`src/rtl/tetris_pkg.sv`:
```
`default_nettype none
// +-----------------------------------------------------------------------+
// | tetris_pkg                                                            |
// | Board geometry, colour/offset widths, drawer states, offset unpacking.|
// | Rev 1.0                                                               |
// +-----------------------------------------------------------------------+
package tetris_pkg;

  localparam logic [4:0] BOARD_COLS = 5'd10;
  localparam logic [4:0] BOARD_ROWS = 5'd20;
  localparam int COLOUR_W = 6;
  localparam int OFFSET_W = 2;
  localparam logic [COLOUR_W-1:0] BG_COLOUR = 6'b000000;

  typedef enum logic [1:0] {
    ST_IDLE = 2'd0,
    ST_DRAW = 2'd1,
    ST_DONE = 2'd2
  } state_t;

  // Cell idx occupies bits [2*idx+1 : 2*idx] of the packed offset byte.
  function automatic logic [OFFSET_W-1:0] cell_offset(input logic [7:0] packed_off,
                                                       input logic [1:0] idx);
    return packed_off[{idx, 1'b0} +: OFFSET_W];
  endfunction

endpackage
`default_nettype wire

```
`src/rtl/piece_draw_counter.sv`:
```
`default_nettype none
// +-----------------------------------------------------------------------+
// | piece_draw_counter                                                    |
// | Cell / py / px scan counter (px innermost) with last-pixel flag.      |
// | Rev 1.0                                                               |
// +-----------------------------------------------------------------------+
module piece_draw_counter #(
  parameter int CELL_LOG2 = 2
) (
  input  logic                 clk,
  input  logic                 rst,
  input  logic                 i_clr,
  input  logic                 i_en,
  output logic [1:0]           o_cell,
  output logic [CELL_LOG2-1:0] o_px,
  output logic [CELL_LOG2-1:0] o_py,
  output logic                 o_last
);

  localparam logic [CELL_LOG2-1:0] c_one = 1;

  logic [1:0]           r_cell;
  logic [CELL_LOG2-1:0] r_px;
  logic [CELL_LOG2-1:0] r_py;

  always_ff @(posedge clk) begin
    if (rst || i_clr) begin
      r_cell <= 2'd0;
      r_px   <= '0;
      r_py   <= '0;
    end else if (i_en) begin
      r_px <= r_px + c_one;
      if (&r_px) begin
        r_py <= r_py + c_one;
        if (&r_py)
          r_cell <= r_cell + 2'd1;
      end
    end
  end

  assign o_cell = r_cell;
  assign o_px   = r_px;
  assign o_py   = r_py;
  assign o_last = (&r_cell) & (&r_px) & (&r_py);

endmodule
`default_nettype wire

```
`src/rtl/piece_drawer.sv`:
```
`default_nettype none
// +-----------------------------------------------------------------------+
// | piece_drawer                                                          |
// | Scans a tetromino's four cells onto the framebuffer, one pixel/clock. |
// | Optional: PIECE_DRAWER_CLIP_EN suppresses plots of off-board cells.   |
// | Rev 1.0                                                               |
// +-----------------------------------------------------------------------+
module piece_drawer
  import tetris_pkg::*;
#(
  parameter int BOARD_X0  = 60,
  parameter int BOARD_Y0  = 20,
  parameter int CELL_LOG2 = 2
) (
  input  logic                clk,
  input  logic                reset,
  input  logic                start,
  input  logic                erase,
  input  logic [3:0]          col,
  input  logic [4:0]          row,
  input  logic [7:0]          X,
  input  logic [7:0]          Y,
  input  logic [COLOUR_W-1:0] colour,
  output logic [7:0]          vga_x,
  output logic [6:0]          vga_y,
  output logic [COLOUR_W-1:0] vga_colour,
  output logic                plot,
  output logic                busy,
  output logic                done
);

  state_t r_state, w_state_next;
  logic   w_accept;

  logic [3:0]          r_col;
  logic [4:0]          r_row;
  logic [7:0]          r_x_off;
  logic [7:0]          r_y_off;
  logic [COLOUR_W-1:0] r_colour;

  logic [1:0]           w_cell;
  logic [CELL_LOG2-1:0] w_px, w_py;
  logic                 w_last;

  logic [OFFSET_W-1:0] w_dx, w_dy;
  logic [4:0]          w_c, w_r;
  logic [7:0]          w_pix_x;
  logic [6:0]          w_pix_y;
  logic                w_visible;

  logic [7:0]          r_vga_x;
  logic [6:0]          r_vga_y;
  logic [COLOUR_W-1:0] r_vga_colour;
  logic                r_plot, r_busy, r_done;

  always_ff @(posedge clk) begin
    if (reset) r_state <= ST_IDLE;
    else       r_state <= w_state_next;
  end

  always_comb begin
    w_state_next = r_state;
    w_accept     = 1'b0;
    case (r_state)
      ST_IDLE: if (start) begin
        w_accept     = 1'b1;
        w_state_next = ST_DRAW;
      end
      ST_DRAW: if (w_last) w_state_next = ST_DONE;
      ST_DONE: w_state_next = ST_IDLE;
      default: w_state_next = ST_IDLE;
    endcase
  end

  always_ff @(posedge clk) begin
    if (reset) begin
      r_col    <= '0;
      r_row    <= '0;
      r_x_off  <= '0;
      r_y_off  <= '0;
      r_colour <= '0;
    end else if (w_accept) begin
      r_col    <= col;
      r_row    <= row;
      r_x_off  <= X;
      r_y_off  <= Y;
      r_colour <= erase ? BG_COLOUR : colour;
    end
  end

  piece_draw_counter #(.CELL_LOG2(CELL_LOG2)) u_counter (
    .clk    (clk),
    .rst    (reset),
    .i_clr  (w_accept),
    .i_en   (r_state == ST_DRAW),
    .o_cell (w_cell),
    .o_px   (w_px),
    .o_py   (w_py),
    .o_last (w_last)
  );

  // Modular 8/7-bit sums equal the wider sums truncated to the port widths.
  assign w_dx    = cell_offset(r_x_off, w_cell);
  assign w_dy    = cell_offset(r_y_off, w_cell);
  assign w_c     = 5'(r_col) + 5'(w_dx);
  assign w_r     = r_row + 5'(w_dy);
  assign w_pix_x = 8'(BOARD_X0) + (8'(w_c) << CELL_LOG2) + 8'(w_px);
  assign w_pix_y = 7'(BOARD_Y0) + (7'(w_r) << CELL_LOG2) + 7'(w_py);

`ifdef PIECE_DRAWER_CLIP_EN
  assign w_visible = (w_c < BOARD_COLS) && (w_r < BOARD_ROWS);
`else
  assign w_visible = 1'b1;
`endif

  always_ff @(posedge clk) begin
    if (reset) begin
      r_vga_x      <= '0;
      r_vga_y      <= '0;
      r_vga_colour <= '0;
      r_plot       <= 1'b0;
      r_busy       <= 1'b0;
      r_done       <= 1'b0;
    end else begin
      r_plot <= 1'b0;
      r_busy <= 1'b0;
      r_done <= 1'b0;
      case (r_state)
        ST_DRAW: begin
          r_busy       <= 1'b1;
          r_plot       <= w_visible;
          r_vga_x      <= w_pix_x;
          r_vga_y      <= w_pix_y;
          r_vga_colour <= r_colour;
        end
        ST_DONE: begin
          r_busy <= 1'b1;
          r_done <= 1'b1;
        end
        default: ;
      endcase
    end
  end

  assign vga_x      = r_vga_x;
  assign vga_y      = r_vga_y;
  assign vga_colour = r_vga_colour;
  assign plot       = r_plot;
  assign busy       = r_busy;
  assign done       = r_done;

endmodule
`default_nettype wire
```
`config.mk`:
```
export PLATFORM = sky130hd
export DESIGN_NAME = piece_drawer
export DESIGN_NICKNAME = d
export VERILOG_FILES = /design/src/rtl/tetris_pkg.sv /design/src/rtl/piece_draw_counter.sv /design/src/rtl/piece_drawer.sv
export SDC_FILE = /design/constraint.sdc
export NUM_CORES = 1
export LEC_CHECK = 0
export BUFFER_PORTS_ARGS = -buffer_cell sky130_fd_sc_hd__buf_4
export CELL_PAD_IN_SITES_DETAIL_PLACEMENT = 1
export CELL_PAD_IN_SITES_GLOBAL_PLACEMENT = 2
export CORE_MARGIN = 5
export CORE_UTILIZATION = 32
export CTS_CLUSTER_SIZE = 12
export DETAILED_ROUTE_END_ITERATION = 7
export PLACE_DENSITY = 0.75
export SYNTH_ARGS = -nofsm -noshare
export SYNTH_HDL_FRONTEND = slang
export SYNTH_HIERARCHICAL = 1
export SYNTH_SLANG_ARGS = --single-unit
export TNS_END_PERCENT = 5
```
`constraint.sdc`:
```
create_clock -name clk -period 3.03 [get_ports clk]
set_clock_uncertainty 0.15 [all_clocks]
set_input_delay 0.303 -clock clk [delete_from_list [all_inputs] [get_ports clk]]
set_output_delay 0.303 -clock clk [all_outputs]
set_load 0.02 [all_outputs]
```
==> impl_metrics.ini <==
[floorplanning]
dieHeight_um = 102.0
num_rows = 33
start_util_pct = 32.95
dieArea_mm2 = 0.01040
dieWidth_um = 102.0
coreArea_mm2 = 0.008217
ios = 59

[job]
maxCapViolations = 0

[synth]
ys_top_cells_by_count = dfxtp_1, nand2_1, a21oi_1
synth_edf_count = 0
synth.most_common_cell = dfxtp_1
ys.flop_type = dfxtp_1
seq_area_frac_synth_pct = 46.58
netlist_area_mm2 = 0.002708
synth_nets = 350
avgSynthCellArea_um2 = 9.025
yosys_register_bits = 63
yosysTopAreaCell = dfxtp_1
async_reset_ff_share_pct = 0
synth_top_area_share_pct = 46.58
yosys-top-cells-area = dfxtp_1, nand2_1, a21oi_1
yosys_warnings = 6
syn_inst = 300
synth_cell_type_count = 35

[pwr]
powerDensity_mw_per_mm2 = 592.3
sequentialPowerShare_pct = 45.5
leakagePower_nw = 1.408
clkPwrFrac_pct = 36.3
total_power_mw = 2.042
p_sw_mw = 0.5876
swShare_pct = 28.78
ir_drop_mv = 0.1628
p_int_mw = 1.454
combPwrFrac_pct = 18.2

[critical_path]
cp.arrival_ns = 2.87
timing.rr.start = u_counter/o_cell[0]$_SDFFE_PP0P_
crit_chain = buf_4 > mux4_2 > ha_1 > inv_1 > fa_1 > xor2_1 > nand3_1 > or4b_1 > o311ai_1
r2r_cells = 9
cp_slowest_stage_delay_ns = 0.50
critical_path.top_delay_family = simple AND/OR/NAND/NOR gates
crit_type = reg -> reg
cp-end-kind = flip-flop
required_ns = 3.11
r2r_slack_ns = 0.24
r2r-end = vga_x[5]$_SDFFE_PP0P_
cp-start-kind = flip-flop
cp_slowest_cell = mux4_2
cp_max_fo = 5
crit_buf_inv = 2

[route]
firstDrtPassIters = 3
wl_met3_um = 261
wl_met2_mm = 2.746
vias = 2221
ant_nets = 0
drc_errors = 0
drt-total-wl_mm = 6.216
drtIter0Drc = 56
top_layer = met4
vias_per_cell = 4.756
wl_met1_mm = 3.096
wl_per_cell_um = 13.31

[finish]
fin_area_mm2 = 0.003447
final_util_pct = 41.95
drive_gt1_share_pct = 22.93
n_antenna_cell = 0
area_delta_synth_final_pct = 27.31
final_cell_count_no_fill = 467
nNetsFinal = 407

[timing]
period_needed_ns = 2.790
maxSlewViolCount = 0
tightestPinTransition_ns = 1.101
finalSetupTns_ns = 0
holdWs_ns = 0.05420
fin_ws_ns = 0.2396
min_period_over_period_pct = 92.09
fmax_ghz = 0.3584
setup_viol = 0
relSlewSlack_pct = 26.50
grt_setup_unrepaired = false
hold_violations = 0

[global_route]
grt_pass1_vias = 2235
grt_max_degree = 63
grt.total_usage_pct = 12.75
antenna_found_initial = 0
grt_pass1_wl_mm = 10.52
grt-ovfl-total = 0

[placement]
gp_congestion = 0.7334
preCtsSetupSlack_ns = 0.2339
port_buffers = 58
place_hpwl_mm = 4.386
dp.cells = 451
place_area_mm2 = 0.003239

[clock_tree]
cts_max_level = 3
cts_buffers = 9
post-cts-setup-buffer-count = 0
clock_latency_ns = 0.34
cts_root_buf = clkbuf_8
clk_path_buf_depth = 2
cts_resized = 0
clkSlewWorstSetupHoldPaths_ns = 0.08
cts.sinks = 63
cts_tree = yes
ctsHoldBuffers = 0

[min_path]
min_path_type = in -> reg
hold_depth = 3
hold_start = col[0]
min_to = r_col[0]$_SDFFE_PP0P_

[status]
status = finished, final reports clean
-- flip-flops by register name, summed over array words and instances, names as in the netlist, 2 cells and up --
signal,flops
r_x_off,8
r_y_off,8
vga_x,8
vga_y,7
r_colour,6
vga_colour,6
r_row,5
r_col,4
r_state,2
u_counter/o_cell,2
u_counter/o_px,2
u_counter/o_py,2
-- worst max path at each step --
stage | start | to | slack, ns | cells after the start
final | u_counter/o_cell[0]$_SDFFE_PP0P_ | vga_x[5]$_SDFFE_PP0P_ | 0.24 | 9
after global routing | u_counter/o_cell[0]$_SDFFE_PP0P_ | vga_x[5]$_SDFFE_PP0P_ | 0.02 | 9
after CTS | u_counter/o_cell[0]$_SDFFE_PP0P_ | vga_x[5]$_SDFFE_PP0P_ | 0.20 | 9
after detailed placement | u_counter/o_cell[0]$_SDFFE_PP0P_ | vga_x[5]$_SDFFE_PP0P_ | 0.23 | 9
after global placement | u_counter/o_cell[0]$_SDFFE_PP0P_ | vga_x[5]$_SDFFE_PP0P_ | 0.35 | 9
after floorplan | u_counter/o_cell[0]$_SDFFE_PP0P_ | vga_y[6]$_SDFFE_PP0P_ | 0.31 | 7
-- worst register-to-register path, delay by kind of cell (launching register included) --
family / cells / cell delay [ns]
simple gates: 2 / 0.64
flops: 1 / 0.41
buf+inv: 2 / 0.25
compound gates: 1 / 0.09
fa+ha+maj: 2 / 0.43
mux: 1 / 0.50
xor+xnor: 1 / 0.23
-- cells in the final DEF, fill, tap and decap left out, types with 2 or more instances in the layout --
cell / instances
dfxtp_1: 63
buf_4: 61
nand2_1: 59
a21oi_1: 37
nor2_1: 22
mux2i_1: 14
ha_1: 13
inv_1: 12
clkbuf_8: 10
a211oi_1: 7
nor2b_1: 6
nand3b_1: 6
nor3_1: 6
mux4_2: 4
nand3_1: 4
xor2_1: 4
xnor2_1: 4
o21ai_0: 3
clkinvlp_4: 3
nor3b_1: 2
o211ai_1: 2
or4b_1: 2
o311ai_1: 2
fa_1: 2
clkinv_4: 2
-- power by group through the flow --
stage / clock, mW / combinational (mW) / sequential [mW]
floorplan: 0 / 0.219 / 0.968
global placement: 0 / 0.375 / 0.948
detailed placement: 0 / 0.380 / 0.948
CTS: 0.770 / 0.382 / 0.929
global route: 0.807 / 0.419 / 0.938
finish: 0.741 / 0.372 / 0.928
-- cell type report --
class / count / area [um^2]
timing repair buffer: 61 / 457.9
multi-input combinational: 210 / 1344
clock inverter: 6 / 70.07
sequential: 63 / 1261
fill: 991 / 4770
inverter: 12 / 45.04
tap: 105 / 131.4
clock buffer: 10 / 137.6
-- cells by family after synthesis --
kind of cell	synth area share [%]
buffers and inverters	3.789
multiplexers	8.503
flip-flops	46.58
adder cells (fa/ha/maj)	7.486
XOR/XNOR	2.588
AO/OA/AOI/OAI	12.29
AND/OR/NAND/NOR	18.76
-- per-layer routing --
layer | vias to the layer above | global-route usage [%]
met4 | 0 | 5.449
met5 | - | 0
met1 | 1029 | 17.40
li1 | 1141 | -
met2 | 40 | 19.34
met3 | 11 | 2.935
(Power assumes the default switching activity.)
